### config.mk
export PLATFORM = sky130hd
export DESIGN_NAME = wb_trace_buffer
export DESIGN_NICKNAME = d
export VERILOG_FILES = /design/src/rtl/wb_trace_buffer.sv
export SDC_FILE = /design/constraint.sdc
export NUM_CORES = 1
export LEC_CHECK = 0
export CAP_MARGIN = 15
export CELL_PAD_IN_SITES_DETAIL_PLACEMENT = 1
export CELL_PAD_IN_SITES_GLOBAL_PLACEMENT = 2
export CORE_MARGIN = 1.5
export CORE_UTILIZATION = 30
export DETAILED_ROUTE_END_ITERATION = 16
export GPL_TIMING_DRIVEN = 0
export PLACE_DENSITY = 0.5
export SYNTH_ARGS = -nofsm -noshare
export SYNTH_HDL_FRONTEND = slang
export SYNTH_SLANG_ARGS = --single-unit
### constraint.sdc
create_clock -name clk -period 17.1 [get_ports clk]
set_clock_uncertainty 0.15 [all_clocks]
set_input_delay 2.565 -clock clk [delete_from_list [all_inputs] [get_ports clk]]
set_output_delay 2.565 -clock clk [all_outputs]
set_load 0.02 [all_outputs]
### src/rtl/wb_trace_buffer.sv
// Retirement trace buffer for the debug writeback stream.
// Circular capture with PC trigger, post-trigger window and freeze/readout.
module wb_trace_buffer #(
  parameter int DEPTH     = 16,
  parameter int POST_TRIG = 8
) (
  input  logic                     clk,
  input  logic                     resetn,
  input  logic [31:0]              debug_wb_pc,
  input  logic [3:0]               debug_wb_rf_we,
  input  logic [4:0]               debug_wb_rf_wnum,
  input  logic [31:0]              debug_wb_rf_wdata,
  input  logic                     arm,
  input  logic                     trig_en,
  input  logic [31:0]              trig_pc,
  input  logic                     rd_en,
  output logic [68:0]              rd_data,
  output logic                     rd_valid,
  output logic [$clog2(DEPTH):0]   count,
  output logic [1:0]               state,
  output logic                     overflow
);

  localparam int AW = $clog2(DEPTH);
  localparam logic [AW-1:0] P_ONE = 1;
  localparam logic [AW:0]   C_ONE = 1;
  localparam logic [AW:0]   FULL  = (AW+1)'(DEPTH);
  localparam logic [AW-1:0] POST  = AW'(POST_TRIG);

  typedef enum logic [1:0] {
    IDLE      = 2'b00,
    ARMED     = 2'b01,
    TRIGGERED = 2'b10,
    FROZEN    = 2'b11
  } st_t;

  st_t           st_q, st_d;
  logic [AW-1:0] post_q, post_d;
  logic [AW-1:0] wr_ptr, rd_ptr;
  logic [68:0]   mem [DEPTH];
  logic          cap, hit, pop;
  logic [68:0]   entry;

  assign entry = {debug_wb_pc, debug_wb_rf_wnum, debug_wb_rf_wdata};
  assign cap   = (|debug_wb_rf_we) && !arm &&
                 (st_q == ARMED || st_q == TRIGGERED);
  assign hit   = cap && (st_q == ARMED) && trig_en &&
                 (debug_wb_pc == trig_pc);
  assign pop   = rd_en && !arm && (st_q == FROZEN) && (count != '0);
  assign state = st_q;

  always_comb begin
    st_d   = st_q;
    post_d = post_q;
    if (arm) begin
      st_d   = ARMED;
      post_d = '0;
    end else begin
      unique case (st_q)
        ARMED: begin
          if (hit) begin
            post_d = POST;
            st_d   = (POST_TRIG == 0) ? FROZEN : TRIGGERED;
          end
        end
        TRIGGERED: begin
          if (cap) begin
            post_d = post_q - P_ONE;
            if (post_q == P_ONE) st_d = FROZEN;
          end
        end
        default: ;
      endcase
    end
  end

  always_ff @(posedge clk or negedge resetn) begin
    if (!resetn) begin
      st_q   <= IDLE;
      post_q <= '0;
    end else begin
      st_q   <= st_d;
      post_q <= post_d;
    end
  end

  // Storage has no reset; only pointers and count define validity.
  always_ff @(posedge clk) begin
    if (cap) mem[wr_ptr] <= entry;
  end

  always_ff @(posedge clk or negedge resetn) begin
    if (!resetn) begin
      wr_ptr   <= '0;
      rd_ptr   <= '0;
      count    <= '0;
      overflow <= 1'b0;
      rd_valid <= 1'b0;
      rd_data  <= '0;
    end else begin
      rd_valid <= pop;
      if (arm) begin
        wr_ptr   <= '0;
        rd_ptr   <= '0;
        count    <= '0;
        overflow <= 1'b0;
      end else if (cap) begin
        wr_ptr <= wr_ptr + P_ONE;
        if (count == FULL) begin
          rd_ptr   <= rd_ptr + P_ONE;
          overflow <= 1'b1;
        end else begin
          count <= count + C_ONE;
        end
      end else if (pop) begin
        rd_data <= mem[rd_ptr];
        rd_ptr  <= rd_ptr + P_ONE;
        count   <= count - C_ONE;
      end
    end
  end

endmodule

-- After elaboration in Yosys (flattened, before gate mapping)
Memory sizes are Yosys's and may differ from the RTL's. A register that Yosys moved wholly into a read port is not among the register bits.
Index checks and enable logic that the tools add are counted.
- input port bits: 110
- output and inout port bits: 78
- memories kept: 1
- register bits: 21
- memory bits (writable): 1104
- word-level logic and storage cells: 73
- equality and inequality tests: 11
- bitwise operators: 2
- reduce and logical (&&, ||, !) cells: 23
- $add $sub $neg: 5
- muxes and demuxes: 24
- memories (name ; depth ; width ; rd ports ; clocked after Yosys merged registers in ; wr ports ; line ; RTL):
    mem ; 16 ; 69 ; 1 ; 1 ; 1 ; 40 ; logic [68:0] mem [DEPTH];
- operators with widths (cell ; number):
    $mux 4 ; 9
    $eq 32x32->1 ; 1
    $mux 5 ; 4
    $ne 3x3->1 const B ; 3
    $add 4x1->4 const B ; 2
    $logic_and 1x1->1 ; 8
    $mux 2 ; 4
    $pmux 4 s2 ; 1
    $ne 3x2->1 const B ; 2
    $reduce_and 2->1 ; 3
    $reduce_and 3->1 ; 2
    $reduce_bool 3->1 ; 2
    $add 5x1->5 const B ; 1
    $eq 5x5->1 const B ; 1
    $mux 1 ; 5
    $reduce_bool 5->1 ; 1
    $sub 5x1->5 const B ; 1
    $eq 2x2->1 const B ; 2
    $eq 4x1->1 const B ; 1
    $pmux 2 s2 ; 1
    $reduce_and 4->1 ; 1
    $reduce_bool 2->1 ; 2
    $reduce_or 4->1 ; 1
    $sub 4x1->4 const B ; 1
    other kinds (4) ; 6

-- Logic depth before layout (Yosys ltp)
Gate-level depths: netlist of run 1.
- depth after elaboration: 9
- mapped depth: 11
- depth with buffers taken out: 11

-- Least setup slack after synthesis of run 1
OpenSTA, ideal clock, no wires.
- path kind: input-to-reg
- start point: in debug_wb_rf_we[0]
- end point: mem mem[0][0], enable pin
- path slack: 6.589 ns
- path buffers: 0
- cell stages on the path: 4
- library setup time: 0.666 ns
- data arrival time: 9.695 ns
- required time: 16.284 ns
- path through: nor4_4 nor3_1 inv_1 nor4_1
- longest elaborated chain between the ends: 5
- ends and longest elaborated chain (item ; line ; RTL):
    start: declaration ; 10 ; input logic [3:0] debug_wb_rf_we,
    $reduce_or 4->1 ; 45 ; assign cap = (|debug_wb_rf_we) && !arm &&
    $logic_and 1x1->1 (2 in a row) ; 45 ;
    $mux 1 ; 89 ; if (cap) mem[wr_ptr] <= entry;
    $mux 1 (implied by the code) ; 89 ;
    end: declaration ; 40 ;
Every way passes these cells.

-- Worst setup path in the final report of run 1
- start point: in debug_wb_rf_we[1]
- end point: mem mem[3][32], enable pin
Same word-level chain as after synthesis.

==> flow_summary.toml, run 1 <==
[status]
run_status = "finished, final reports clean"

[synthesis]
syn-instance-count = 2263
synth_ff_type = "edfxtp_1"
synth-edff-count = 1104
syn_nets = 2387
yosys-top-cells-area = "edfxtp_1 (72%), mux4_2 (10%), dfrtp_1 (4.9%)"
yosysUniqueCellTypes = 51
synthMostInstantiatedCell = "edfxtp_1"
synth_top_cells_by_count = "edfxtp_1 (1104), mux4_2 (207), nand2_1 (145)"
yosys_register_bits = 1194
netlist.top_cell.by_area = "edfxtp_1"
netlist_area_mm2 = 0.0458
synth_top_area_frac = 0.724
postSynth.asyncResetShare = 0.0754
syn_avg_cell_area_um2 = 20.2
yosysWarnings = 0
ys_seq_area_frac = 0.773

[clock_network]
cts_max_level = 4
clk_pin_slew_worst_paths_ps = 50
cts_num_sinks = 1194
clkLatencyLatePin_ps = 780
cts-root-buf = "clkbuf_16"
hold_buffers = 0
cts-root-to-sink-buffers = 3
cts-buffers-inserted = 137
post_cts.resized_instances = 0
post-cts-setup-buffer-count = 0
cts_tree = "built"

[drt]
routed_wire_length_per_instance_um = 29.5
via_cell_ratio = 4.94
num_vias = 24009
drc = 0
totalWireLength_mm = 143
dr.pass1.iters = 5
ant_nets = 0
drt-initial-drc-count = 1906

[worst_hold_path]
hold_path.startpoint = "rd_data[59]$_DFFE_PN0P_"
min_delay_path_depth = 2
worst_hold_path.endpoint = "rd_data[59]$_DFFE_PN0P_"
hold_path.class = "flop to flop"

[global_route]
number_of_global_route_vias_before_repair = 26443
grt_util_all_layers = 0.185
globalRouteOverflowTotal = 0
grt_start_max_net_pins = 53
first_pass_grt_wire_length_mm = 202
antenna_found_initial = 16

[power]
totalPowerFinal_mw = 8.03
cellLeakagePower_nw = 18.1
power_switching_mw = 2.23
internal-power_mw = 5.80
power.share.clock = 0.361
cellPowerDensity_mw_per_mm2 = 143
power.share.sequential = 0.423
vdd.ir_drop.worst_mv = 0.104
combinationalPowerShare = 0.216
netSwitchingFraction = 0.277

[timing]
slew_violations = 0
min_period_over_period = 0.342
setup_viol = 0
worst_pin_slew_ps = 1200
slew_headroom = 0.201
timing.final.hold_violations = 0
final.min_clock_period_ps = 5850
setup_repair_after_global_routing_missed_its_margin = "false"
fin_ws_ps = 11250
max_freq_ghz = 0.171

[placed_design]
global_placement_routability_congestion = 0.706
detailedPlace.worstSlack_ps = 10390
place_hpwl_mm = 97.9
port-buffer-count = 187
placement.cell_area_mm2 = 0.0518

[critical_path]
cp_data_required_time_ps = 17410
critPathTopFamily = "buffers and inverters"
cpMostUsedCell = "buf_4"
worstPathBufferInverterCount = 8
r2r_setup_slack_ps = 12720
category_of_the_worst_setup_path_launch_point = "input port"
path_class = "input port to flop"
timing.critical_path.arrival_ps = 6170
cpPeakStageDelay_ps = 820
cp-end-kind = "flop"
cp_max_fo = 9
worst_r2r_end = "mem[3][32]$_DFFE_PP_"
crit_slowest_cell = "nor4_2"
rr_startpoint = "state[0]$_DFFE_PN0P_"
cp_cell_sequence = "clkdlybuf4s50_1 > nor4_4 > nor3_1 > inv_1 > nor4_2 > buf_4 > buf_4 > buf_4 > buf_6 > buf_2 > buf_4"
rr_worst_depth = 11

[final_layout]
final_core_utilization = 0.370
multiInputGateArea_mm2 = 0.00980
area.sequential_mm2 = 0.0354
fraction_of_layout_instances_using_a_drive_strength_above_1 = 0.218
flow.area_growth_from_synthesis_pct = 22.8
final_area_mm2 = 0.0562
layout.nets = 2840
fillCellCount = 14945

[floorplanning]
die_h_um = 394
start_util = 0.302
num_rows = 143
design.core.area_mm2 = 0.152
floorplan.die_area_mm2 = 0.155
ios = 188
die_x_um = 394

[job]
max_cap_viol_count = 0
worst max path at each step:
| stage | from | end | slack [ps] | cells after the start |
|---|---|---|---|---|
| final | debug_wb_rf_we[1] | mem[3][32]$_DFFE_PP_ | 11250 | 11 |
| after global routing | arm | mem[2][33]$_DFFE_PP_ | 11050 | 10 |
| after CTS | arm | mem[0][32]$_DFFE_PP_ | 11220 | 10 |
| after detailed placement | debug_wb_rf_we[1] | mem[0][34]$_DFFE_PP_ | 10390 | 11 |
| after global placement | arm | mem[0][34]$_DFFE_PP_ | -5600 | 4 |
| after floorplan | debug_wb_rf_we[0] | mem[0][0]$_DFFE_PP_ | 6590 | 4 |
cells by family (layout without fill, tap and decap cells):
kind of cell             after synthesis  in the layout  synth area share
other                                  0              4                 0
flip-flops                          1194           1194             0.773
XOR/XNOR                              41             41           0.00784
buffers and inverters                142            705            0.0147
multiplexers                         350            350             0.133
AO/OA/AOI/OAI                        304            304            0.0460
AND/OR/NAND/NOR                      218            218            0.0210
adder cells (fa/ha/maj)               14             14           0.00399
power groups by stage:
stage	clock network, mW	registers, mW	logic, mW
after global placement	0	3.49	1.72
final	2.90	3.39	1.73
after CTS	2.98	3.40	1.79
after detailed placement	0	3.46	1.78
after global routing	3.08	3.41	1.86
after floorplan	0	3.52	0.981
cell type report:
cell class,instances,share of cell area
diodes,4,0.000178
plain buffers,127,0.0110
clock buffers,198,0.0693
clock inverters,51,0.00950
inverters,15,0.00100
multi-input cells,927,0.174
flip-flops and latches,1194,0.630
well taps,2030,0.0452
repair buffers,314,0.0597
layer usage:
layer	GRT usage	wire, um	up-vias
met5	0	19	-
met2	0.310	70700	591
li1	-	-	10263
met3	0.0329	6790	169
met1	0.248	63100	12982
met4	0.0481	2640	4
sequential cells by signal, indices dropped and copies added, names as in the netlist:
register / flops
count: 5
mem: 1104
overflow: 1
post_q: 4
rd_data: 69
rd_ptr: 4
rd_valid: 1
state: 2
wr_ptr: 4
tightest hold or removal path, stage by stage (launching register included):
cell and delay (ps):
dfrtp_1 340, nand2_1 40, o21ai_0 60
placed cells by master, fill, tap and decap left out, types with 13 or more instances in the layout:
master and instances:
buf_2 35, buf_4 70, buf_6 46, clkbuf_1 104
clkbuf_16 143, clkdlybuf4s50_1 186, clkinv_1 17, clkinv_2 16
dfrtp_1 90, edfxtp_1 1104, ha_1 13, inv_1 14
mux2i_1 139, mux4_2 207, nand2_1 145, nor2_1 22
o21ai_0 131, o221ai_1 138, xnor2_1 32
through the flow:
step           cells  hold slack [ps]  setup TNS (ps)
2_1_floorplan   2263              312               0
3_3_place_gp    4480              315        -1592860
3_5_place_dp    4607              321               0
4_1_cts         4856              334               0
5_1_grt         4857              364               0
6_report        4860              324               0
No activity file was read; power rests on OpenSTA's default activity.
==> run 2, diff against run 1 <==
==> constraint.sdc (replaced) <==
create_clock -name clk -period 6.03 [get_ports clk]
set_clock_uncertainty 0.15 [all_clocks]
set_input_delay 0.9045 -clock clk [delete_from_list [all_inputs] [get_ports clk]]
set_output_delay 0.9045 -clock clk [all_outputs]
set_load 0.02 [all_outputs]
==> run 2 against run 1 <==
Die area unchanged; cell area about the same; wire length decreased by 2.0%; combinational power increased to 2.8 times the previous value; sequential share of layout area decreased by 0.057 points; cell count decreased by 0.16%; global-route usage decreased by 0.26 points; hold slack improved by 4.7 ps; clock power increased to 2.8 times the previous value; highest routed layer unchanged.
==> flow_summary.toml, run 2 (synthesized netlist as in run 1, its figures left out) <==
[final_layout]
largest_reg_flops = 1104
regMostFlops = "mem"
fraction_of_layout_instances_using_a_drive_strength_above_1 = 0.216
layout.nets = 2832
final_common_cell = "edfxtp_1"
flow.area_growth_from_synthesis_pct = 22.9
final_core_utilization = 0.371
final_area_mm2 = 0.0563
reg.largest.list = "mem (1104), rd_data (69), count (5)"
layout.cells.most_common_list = "edfxtp_1 (1104), mux4_2 (207), clkdlybuf4s50_1 (186)"
layout.cells.non_filler = 4852

[power]
cellPowerDensity_mw_per_mm2 = 403
vdd.ir_drop.worst_mv = 0.326
cellLeakagePower_nw = 18.1
totalPowerFinal_mw = 22.7

[clock_network]
cts-buffers-inserted = 140
clkLatencyLatePin_ps = 760
clk_pin_slew_worst_paths_ps = 60
cts_num_sinks = 1194
cts_tree = "built"
cts_max_level = 4
cts-root-to-sink-buffers = 3
post_cts.resized_instances = 0
post-cts-setup-buffer-count = 0
hold_buffers = 1
cts-root-buf = "clkbuf_16"

[floorplanning]
die_h_um = 394
num_rows = 143
floorplan.die_area_mm2 = 0.155
start_util = 0.302
design.core.area_mm2 = 0.152
ios = 188
die_x_um = 394

[global_route]
grt_util_all_layers = 0.183
first_pass_grt_wire_length_mm = 201
grt_start_max_net_pins = 58
globalRouteOverflowTotal = 0
number_of_global_route_vias_before_repair = 26603
antenna_found_initial = 12

[placed_design]
place.detailed.instances = 4594
place_hpwl_mm = 94.2
port-buffer-count = 187
global_placement_routability_congestion = 0.726
detailedPlace.worstSlack_ps = 970
placement.cell_area_mm2 = 0.0518

[drt]
via_cell_ratio = 4.92
ant_nets = 0
dr.pass1.iters = 5
drc = 0
num_vias = 23890
drt-initial-drc-count = 1472
routed_wire_length_per_instance_um = 28.9
totalWireLength_mm = 140

[worst_hold_path]
hold_path.class = "flop to flop"
min_delay_path_depth = 2

[critical_path]
r2r_setup_slack_ps = 1730
timing.critical_path.arrival_ps = 4610
rr_worst_depth = 10
cp_max_fo = 9
path_class = "flop to flop"
cp_data_required_time_ps = 6340
cp-end-kind = "flop"
category_of_the_worst_setup_path_launch_point = "flop"

[timing]
min_period_over_period = 0.713
slew_headroom = 0.198
fin_ws_ps = 1730
setup_viol = 0
worst_pin_slew_ps = 1190
hold-worst-slack_ps = 329
timing.final.hold_violations = 0
final.min_clock_period_ps = 4300
timing.setup.tns_ps = 0
max_freq_ghz = 0.233
slew_violations = 0
setup_repair_after_global_routing_missed_its_margin = "false"

[job]
max_cap_viol_count = 0

[status]
run_status = "finished, final reports clean"
-- run 2: cell count changes in the layout (fill, tap and decap cells not counted), sizes merged --
cell,previous run,this run
dlygate4sd3,0,1
buf,190,178
bufinv,9,6
diode,4,1
inv,16,22
clkinv,37,42
clkinvlp,4,2
-- run 2: power breakdown --
| group | internal [mW] | switching [mW] |
|---|---|---|
| clock | 4.84 | 3.36 |
| sequential | 9.45 | 0.175 |
| combinational | 2.12 | 2.72 |
-- run 2: per-layer routing --
metal,routed length (um),GRT usage,vias to the layer above
met5,47,0,-
li1,-,-,10282
met1,60900,0.236,12976
met4,2470,0.0419,8
met2,71900,0.319,457
met3,5010,0.0311,167
-- run 2: area by class of cell --
class	count	area, um^2
Clock buffer	198	3970
Fill cell	14870	95500
Antenna cell	1	2.50
Sequential cell	1194	35400
Inverter	15	56.3
Clock inverter	57	452
Multi-Input combinational cell	927	9820
Buffer	127	618
Timing Repair Buffer	303	3400
Tap cell	2030	2540
-- run 2: path summary, 6_finish.rpt --
check,startpoint,endpoint
max,state[0]$_DFFE_PN0P_,mem[0][41]$_DFFE_PP_
min,rd_data[40]$_DFFE_PN0P_,rd_data[40]$_DFFE_PN0P_
max reg2reg,state[0]$_DFFE_PN0P_,mem[0][41]$_DFFE_PP_
min reg2reg,rd_data[40]$_DFFE_PN0P_,rd_data[40]$_DFFE_PN0P_
max in group asynchronous,resetn,rd_data[9]$_DFFE_PN0P_
min in group asynchronous,resetn,rd_data[55]$_DFFE_PN0P_
-- run 2: worst max-delay path: stages, from the launching register on --
cell	delay (ps)
dfrtp_1	430
inv_1	60
ha_1	390
nor3_1	540
inv_1	390
nor4_2	900
buf_4	310
buf_4	200
buf_4	210
buf_4	210
buf_4	190
